$ cat src/rtl/lcd_pattern_gen.sv
// LCD test-pattern generator: retimes DE/HSYNC/VSYNC by one PixelClk and overlays one of four patterns.
// Latency 1 cycle; mode requests use valid/ready, held pending until the next VSYNC falling edge.
module lcd_pattern_gen #(
  parameter int H_ACTIVE = 800,
  parameter int V_ACTIVE = 480
) (
  input  logic       PixelClk,
  input  logic       nRST,
  input  logic       in_de,
  input  logic       in_hsync,
  input  logic       in_vsync,
  input  logic [1:0] mode_sel,
  input  logic       mode_valid,
  output logic       mode_ready,
  output logic       LCD_DE,
  output logic       LCD_HSYNC,
  output logic       LCD_VSYNC,
  output logic [4:0] LCD_R,
  output logic [5:0] LCD_G,
  output logic [4:0] LCD_B,
  output logic [7:0] frame_cnt
);

  localparam logic [0:0] ST_IDLE = 1'b0;
  localparam logic [0:0] ST_PEND = 1'b1;
  localparam int         BAR_W   = H_ACTIVE / 8;
  localparam logic [9:0] X_MAX   = 10'(H_ACTIVE - 1);
  localparam logic [8:0] Y_MAX   = 9'(V_ACTIVE - 1);

  logic       de_q, hs_q, vs_q;
  logic [4:0] r_q, r_d, b_q, b_d;
  logic [5:0] g_q, g_d;
  logic [9:0] x_q, x_d;
  logic [8:0] y_q, y_d;
  logic [7:0] frame_q, frame_d;
  logic [1:0] mode_q, mode_d, pend_q, pend_d;
  logic [0:0] st_q, st_d;

  logic       vs_fall, de_fall;
  logic [2:0] bar;
  logic       on;
  logic [4:0] pr, pb;
  logic [5:0] pg;

  // Edges are taken against the retimed copies, so they share the output register stage.
  assign vs_fall = vs_q & ~in_vsync;
  assign de_fall = de_q & ~in_de;

  always_comb begin
    x_d = '0;
    if (in_de) x_d = (x_q == X_MAX) ? x_q : x_q + 10'd1;

    y_d = y_q;
    if (vs_fall)                    y_d = '0;
    else if (de_fall && y_q != Y_MAX) y_d = y_q + 9'd1;

    frame_d = frame_q + {7'd0, vs_fall};
  end

  // A request accepted on a VSYNC edge cycle is only applied at the following edge.
  always_comb begin
    st_d   = st_q;
    pend_d = pend_q;
    mode_d = mode_q;
    case (st_q)
      ST_IDLE: begin
        if (mode_valid) begin
          pend_d = mode_sel;
          st_d   = ST_PEND;
        end
      end
      default: begin
        if (vs_fall) begin
          mode_d = pend_q;
          st_d   = ST_IDLE;
        end
      end
    endcase
  end

  always_comb begin
    bar = '0;
    on  = 1'b0;
    pr  = '0;
    pg  = '0;
    pb  = '0;
    for (int k = 1; k < 8; k++) begin
      if (int'(x_q) >= BAR_W * k) bar = 3'(k);
    end
    case (mode_q)
      2'd0: begin
        // Bar order white..black maps to the inverted bits of the bar index.
        pr = {5{~bar[1]}};
        pg = {6{~bar[2]}};
        pb = {5{~bar[0]}};
      end
      2'd1: on = x_q[5] ^ y_q[5];
      2'd2: begin
        pr = x_q[9:5];
        pg = y_q[8:3];
        pb = frame_q[4:0];
      end
      default: on = (x_q[4:0] == 5'd0) || (y_q[4:0] == 5'd0) || (x_q == X_MAX) || (y_q == Y_MAX);
    endcase
    if (on) begin
      pr = '1;
      pg = '1;
      pb = '1;
    end
    r_d = in_de ? pr : '0;
    g_d = in_de ? pg : '0;
    b_d = in_de ? pb : '0;
  end

  always_ff @(posedge PixelClk or negedge nRST) begin
    if (!nRST) begin
      de_q    <= 1'b0;
      hs_q    <= 1'b1;
      vs_q    <= 1'b1;
      r_q     <= '0;
      g_q     <= '0;
      b_q     <= '0;
      x_q     <= '0;
      y_q     <= '0;
      frame_q <= '0;
      mode_q  <= '0;
      pend_q  <= '0;
      st_q    <= ST_IDLE;
    end else begin
      de_q    <= in_de;
      hs_q    <= in_hsync;
      vs_q    <= in_vsync;
      r_q     <= r_d;
      g_q     <= g_d;
      b_q     <= b_d;
      x_q     <= x_d;
      y_q     <= y_d;
      frame_q <= frame_d;
      mode_q  <= mode_d;
      pend_q  <= pend_d;
      st_q    <= st_d;
    end
  end

  assign mode_ready = (st_q == ST_IDLE);
  assign LCD_DE     = de_q;
  assign LCD_HSYNC  = hs_q;
  assign LCD_VSYNC  = vs_q;
  assign LCD_R      = r_q;
  assign LCD_G      = g_q;
  assign LCD_B      = b_q;
  assign frame_cnt  = frame_q;

endmodule
$ cat config.mk
export PLATFORM = sky130hd
export DESIGN_NAME = lcd_pattern_gen
export DESIGN_NICKNAME = d
export VERILOG_FILES = /design/src/rtl/lcd_pattern_gen.sv
export SDC_FILE = /design/constraint.sdc
export NUM_CORES = 1
export LEC_CHECK = 0
export ABC_AREA = 1
export CAP_MARGIN = 20
export CORE_UTILIZATION = 53
export DETAILED_ROUTE_END_ITERATION = 6
export MAX_ROUTING_LAYER = met4
export PLACE_DENSITY = 0.81
export SLEW_MARGIN = 0
export SYNTH_ARGS = -nofsm -noshare
export SYNTH_HDL_FRONTEND = slang
export SYNTH_SLANG_ARGS = --single-unit
$ cat constraint.sdc
create_clock -name PixelClk -period 4.3 [get_ports PixelClk]
set_input_delay 0.86 -clock PixelClk [delete_from_list [all_inputs] [get_ports PixelClk]]
set_output_delay 0.86 -clock PixelClk [all_outputs]
set_load 0.1 [all_outputs]
==> flow_summary.toml, run 1 <==
[yosys]
synth_top_family_by_area = "simple AND/OR/NAND/NOR gates"
synthMuxAreaShare = 0.00895
netlist_area_mm2 = 0.00252
ys_ff_latch = 51
synth_warnings = 0
synth_top_cell_by_area = "dfrtp_1"
synth_edf_count = 0
synthAdderAreaFrac = 0.0298
ys_types = 33
synth-seq-area-share = 0.508
ys.flop_type = "dfrtp_1"
synth_xor_xnor_area_share = 0.0383
ys_async_sr_fraction = 1.00
synth_cells = 294
yosys.area_share.simple = 0.220
synth_compound_area_frac = 0.107
syn_area_per_cell_um2 = 8.56
synthTopCellsByArea = "dfrtp_1 (49%), nand2_1 (7.6%), inv_1 (6.0%)"
syn_nets = 308
synth.top_cell.area_share = 0.487

[floorplanning]
die_area_mm2 = 0.00503
ioPinCount = 36
initial_core_util = 0.563
die_h_um = 70.9
core-area_mm2 = 0.00447
die_w_um = 70.9
rows = 24

[sta]
fin_crit_sh = 0.659
setup_tns_ns = 0
worst_slack_ns = 1.47
drv_slew = 0
max_slew.worst_pin.slew_ns = 0.987
setup_viol = 0
relSlewSlack = 0.340
final.setup_skew_ns = 0.0101
hold_viol = 0
rsz0062_at_grt = "false"
fmax_mhz = 353
finalCriticalPeriod_ns = 2.83

[clock_tree]
worstSkewPairLatency_ns = 0.31
tritoncts = "yes"
post_cts_resized = 0
post_cts_buffers = 0
cts_buffers = 5
cts_sinks = 51
cts.clk_slew.worst_paths_ns = 0.09
cts-hold-fix-buffers = 0
htreeDepth = 2
cts_root_buffer = "clkbuf_8"
clock_path_buffers = 2

[critical_path]
crit_cells = 1
path_cells = "clkdlybuf4s50_1"
path_buf_inv = 1
critPathKind = "flop to output port"
cp-start-kind = "flop"
end_kind = "output port"
cp_slowest_cell = "clkdlybuf4s50_1"
crit_fanout = 2
rr_worst_depth = 7
worstPathArrival_ns = 1.97
cp_top_family = "buffers and inverters"
cp.required_ns = 3.44
crit_path_max_incr_delay_ns = 1.12

[cells_and_area]
layout.area.seq_mm2 = 0.00128
nets = 343
area_delta_synth_final_pct = 19.0
antennaDiodeCount = 0
fillers = 354
multiInputGateArea_mm2 = 0.00102
instances_no_fill = 382
drive_above_1_share = 0.0788

[grt]
grt_pass1_wl_mm = 8.24
grt_overflow = 0
grt_max_degree = 52
grtUsageTotal = 0.217
grt_pass1_vias = 1933
antenna_found_initial = 0

[run_status]
status = "complete, but fails checks"
violations = "design-rule violations"

[route]
routedWlPerCell_um = 12.8
vias = 1992
first_pass_iters = 7
route.detailed.drc = 10
drtIter0Drc = 128
drt_wl_total_mm = 4.88
drt-vias-per-instance = 5.21
drt.antenna.violating_nets = 0

[power_and_ir_drop]
power_leakage_nw = 1.39
power_mw = 2.20
peakVddDrop_v = 0.000423
power_density_mw_per_mm2 = 734

[placed_design]
place_ws_ns = 1.30
hpwl_mm = 3.48
dp_cells = 373
place_congestion = 0.889
portBuffers = 35

[min_path]
hold_path_class = "input pin to asynchronous set/reset pin"

[job]
cap_viol_max_count = 0
## through the flow
| stage | utilization | area [µm²] | hold slack (ns) |
|---|---|---|---|
| after floorplan | - | 2520 | 0.448 |
| after global placement | 0.642 | 2870 | 0.462 |
| after detailed placement | 0.642 | 2870 | 0.467 |
| after CTS | 0.665 | 2980 | 0.480 |
| after global routing | 0.670 | 3000 | 0.444 |
| final | 0.670 | 3000 | 0.424 |
## cell usage after synthesis (all sizes together), types with 2 or more instances
library cell   n
a211oi         2
mux2           2
clkbuf         2
nor2          34
nand3         20
a21oi         18
ha             6
inv           43
o31ai          2
dfrtp         49
nand2         55
xor2           9
buf            6
a31oi          7
xnor2          2
o21ai         18
dfstp          2
nor3           7
nand4          5
## registers in the layout, summed over array words and instances, names as in the netlist
name	cells
LCD_B	5
LCD_DE	1
LCD_G	6
LCD_HSYNC	1
LCD_R	5
LCD_VSYNC	1
frame_cnt	8
mode_q	2
pend_q	2
st_q	1
x_q	10
y_q	9
## worst register-to-register path, cell delays in order (launching register included)
cell,delay (ns)
dfstp_2,0.54
inv_1,0.03
nor2_1,0.33
ha_1,0.26
ha_1,0.19
nand3_1,0.12
nor3_1,0.19
xor2_1,0.16
## cells by family (layout without fill, tap and decap cells)
logic type	Yosys count	count (layout)
flops	51	51
fa+ha+maj	6	6
mux	2	2
compound gates	49	49
xor+xnor	11	11
buf+inv	52	88
simple gates	123	123
## worst paths after layout
kind	to	from	slack [ns]
setup reg to reg	frame_cnt[6]	LCD_VSYNC	2.40
max in group asynchronous	LCD_VSYNC	nRST	3.32
hold / removal	y_q[2]	nRST	0.42
setup / recovery	LCD_VSYNC	LCD_VSYNC	1.47
min in group PixelClk	frame_cnt[7]	frame_cnt[7]	0.47
hold reg to reg	frame_cnt[7]	frame_cnt[7]	0.47
## routing by layer
| layer | part of all wire | global-route usage | vias to the layer above |
|---|---|---|---|
| li1 | - | - | 1018 |
| met1 | 0.49 | 0.275 | 932 |
| met2 | 0.47 | 0.343 | 33 |
| met3 | 0.032 | 0.0413 | 9 |
| met4 | 0.016 | 0.0911 | 0 |
| met5 | 0 | - | - |
## cell usage in the layout, fill, tap and decap left out, types with 3 or more instances in the layout
cell type        netlist  routed
inv_1                 40      40
a21oi_1               18      18
ha_1                   6       6
inv_2                  3       3
nand2_1               51      51
clkdlybuf4s50_1        0      34
clkbuf_8               0       7
xor2_1                 9       9
o21ai_0               17      17
nand3_1               19      19
nand4_1                5       5
dfrtp_1               49      49
a31oi_1                7       7
nor2_1                31      31
nor3_1                 6       6
nand2_2                4       4
## power breakdown
part	internal, mW	switching (mW)	leakage [nW]	total (mW)
registers	0.599	0.0623	0.653	0.662
clock network	0.146	0.157	0.0505	0.303
logic	0.263	0.971	0.689	1.23
total	1.01	1.19	1.39	2.20
## layout make-up
class	count	share of cell area
flip-flops and latches	51	0.427
multi-input cells	191	0.340
repair buffers	36	0.122
inverters	44	0.0551
clock buffers	7	0.0322
well taps	52	0.0217
clock inverters	1	0.00251
No activity file was read; power rests on OpenSTA's default activity.
==> run 2: changes to the inputs <==
--- a/config.mk
+++ b/config.mk
@@ -7,10 +7,10 @@
 export LEC_CHECK = 0
 export ABC_AREA = 1
 export CAP_MARGIN = 20
-export CORE_UTILIZATION = 53
+export CORE_UTILIZATION = 49
 export DETAILED_ROUTE_END_ITERATION = 6
 export MAX_ROUTING_LAYER = met4
-export PLACE_DENSITY = 0.81
+export PLACE_DENSITY = 0.79
 export SLEW_MARGIN = 0
 export SYNTH_ARGS = -nofsm -noshare
 export SYNTH_HDL_FRONTEND = slang
==> constraint.sdc (replaced) <==
create_clock -name PixelClk -period 2.6 [get_ports PixelClk]
set_input_delay 0.52 -clock PixelClk [delete_from_list [all_inputs] [get_ports PixelClk]]
set_output_delay 0.52 -clock PixelClk [all_outputs]
set_load 0.1 [all_outputs]
==> flow_summary.toml, run 2 (synthesis results as in run 1) <==
[sta]
hold_viol = 0
whs_ns = 0.153
setup_tns_ns = 0
rsz0062_at_grt = "false"
setup_viol = 0
relSlewSlack = 0.687
fin_crit_sh = 0.669
drv_slew = 0
finalCriticalPeriod_ns = 1.74
fmax_mhz = 575
max_slew.worst_pin.slew_ns = 0.470
final.setup_skew_ns = 0.00596

[cells_and_area]
antennaDiodeCount = 0
drive_above_1_share = 0.173
layout_commonest_cell = "nand2_1"
largest_reg_flops = 10
layout.area.seq_mm2 = 0.00128
area_delta_synth_final_pct = 18.2
fillers = 458
nets = 348
multiInputGateArea_mm2 = 0.00102
stdcell_area_mm2 = 0.00298
regMostFlops = "x_q"
final_cell_mix = "nand2_1 (51), dfrtp_1 (49), inv_1 (40)"

[route]
route.detailed.drc = 0
met3_length_um = 180
drt-vias-per-instance = 5.07
wl_met1_mm = 2.32
dr_wl_met2_mm = 2.50
drt.antenna.violating_nets = 0
routedWlPerCell_um = 12.6
highest_layer = "met4"
drtIter0Drc = 87
vias = 2040
first_pass_iters = 4
drt_wl_total_mm = 5.08

[clock_tree]
htreeDepth = 2
cts_sinks = 51
cts_root_buffer = "clkbuf_8"
post_cts_buffers = 0
cts_buffers = 5
post_cts_resized = 0
clock_path_buffers = 2
cts.clk_slew.worst_paths_ns = 0.09
cts-hold-fix-buffers = 0
tritoncts = "yes"
worstSkewPairLatency_ns = 0.31

[critical_path]
cp-start-kind = "input pin"
worstPathArrival_ns = 1.98
cp_top_family = "simple AND/OR/NAND/NOR gates"
cp.required_ns = 2.84
critPathKind = "input pin to flop"
cp_slowest_cell = "clkdlybuf4s50_1"
path_cells = "clkdlybuf4s50_1 -> nor2_1 -> ha_1 -> ha_1 -> nand3_1 -> nor3_1 -> xor2_1"
crit_fanout = 2
end_kind = "flop"
crit_path_max_incr_delay_ns = 0.42
cp_common_cell = "ha_1"
path_buf_inv = 1

[run_status]
status = "completed"

[power_and_ir_drop]
power_density_mw_per_mm2 = 1230
peakVddDrop_v = 0.000734
power_leakage_nw = 1.45

[job]
cap_viol_max_count = 0

[floorplanning]
ioPinCount = 36
die_h_um = 73.7
die_area_mm2 = 0.00543
die_w_um = 73.7
rows = 25
core-area_mm2 = 0.00482
initial_core_util = 0.523

[grt]
grt_overflow = 0
grtUsageTotal = 0.215
grt_pass1_vias = 1905
antenna_found_initial = 0
grt_pass1_wl_mm = 8.60
grt_max_degree = 23

[placed_design]
dpl_cell_area_mm2 = 0.00287
place_congestion = 0.908
portBuffers = 35
hpwl_mm = 3.72

[min_path]
hold_path_class = "input pin to asynchronous set/reset pin"
run 2: final cells by class:
type / instances / share of cell area
sequential: 51 / 0.430
multi-input combinational: 191 / 0.342
timing repair buffer: 41 / 0.108
inverter: 44 / 0.0555
tap: 67 / 0.0282
clock buffer: 6 / 0.0244
clock inverter: 2 / 0.0126
run 2: path summary, 6_finish.rpt:
path	from	to	slack, ns	depth (start not counted)
max	in_vsync	frame_cnt[6]	0.86	7
min in group PixelClk	frame_cnt[7]	frame_cnt[7]	0.48	1
max reg2reg	x_q[5]	LCD_G[1]	0.90	5
min reg2reg	frame_cnt[7]	frame_cnt[7]	0.48	1
min	nRST	LCD_R[4]	0.15	1
max in group asynchronous	nRST	LCD_VSYNC	1.82	2
run 2: power by group:
part / internal (mW) / leakage, nW / total [mW] / switching, mW
Combinational: 0.389 / 0.744 / 2.01 / 1.62
Clock: 0.287 / 0.0514 / 0.547 / 0.260
Sequential: 0.992 / 0.653 / 1.10 / 0.110
Total: 1.67 / 1.45 / 3.65 / 1.99
run 2: metrics by stage:
| step | cells | power (mW) | setup WS, ns | util |
|---|---|---|---|---|
| global route | 402 | 3.81 | 0.730 | 0.618 |
| detailed placement | 394 | 3.12 | 0.524 | 0.595 |
| CTS | 402 | 3.67 | 0.847 | 0.618 |
| finish | 402 | 3.65 | 0.861 | 0.618 |
| floorplan | 294 | 2.69 | 0.528 | - |
| global placement | 394 | 3.09 | 0.571 | 0.595 |
run 2: worst reg2reg max path: stages, from the launching register on:
cell,delay (ns)
dfrtp_1,0.52
nor2_1,0.20
nor3_1,0.06
a21oi_1,0.26
nand2_1,0.23
a31oi_1,0.32
run 2: routing by layer:
| layer | vias up | GRT usage |
|---|---|---|
| met1 | 965 | 0.273 |
| met4 | 0 | 0.0684 |
| met2 | 43 | 0.341 |
| met5 | - | - |
| li1 | 1023 | - |
| met3 | 9 | 0.0494 |
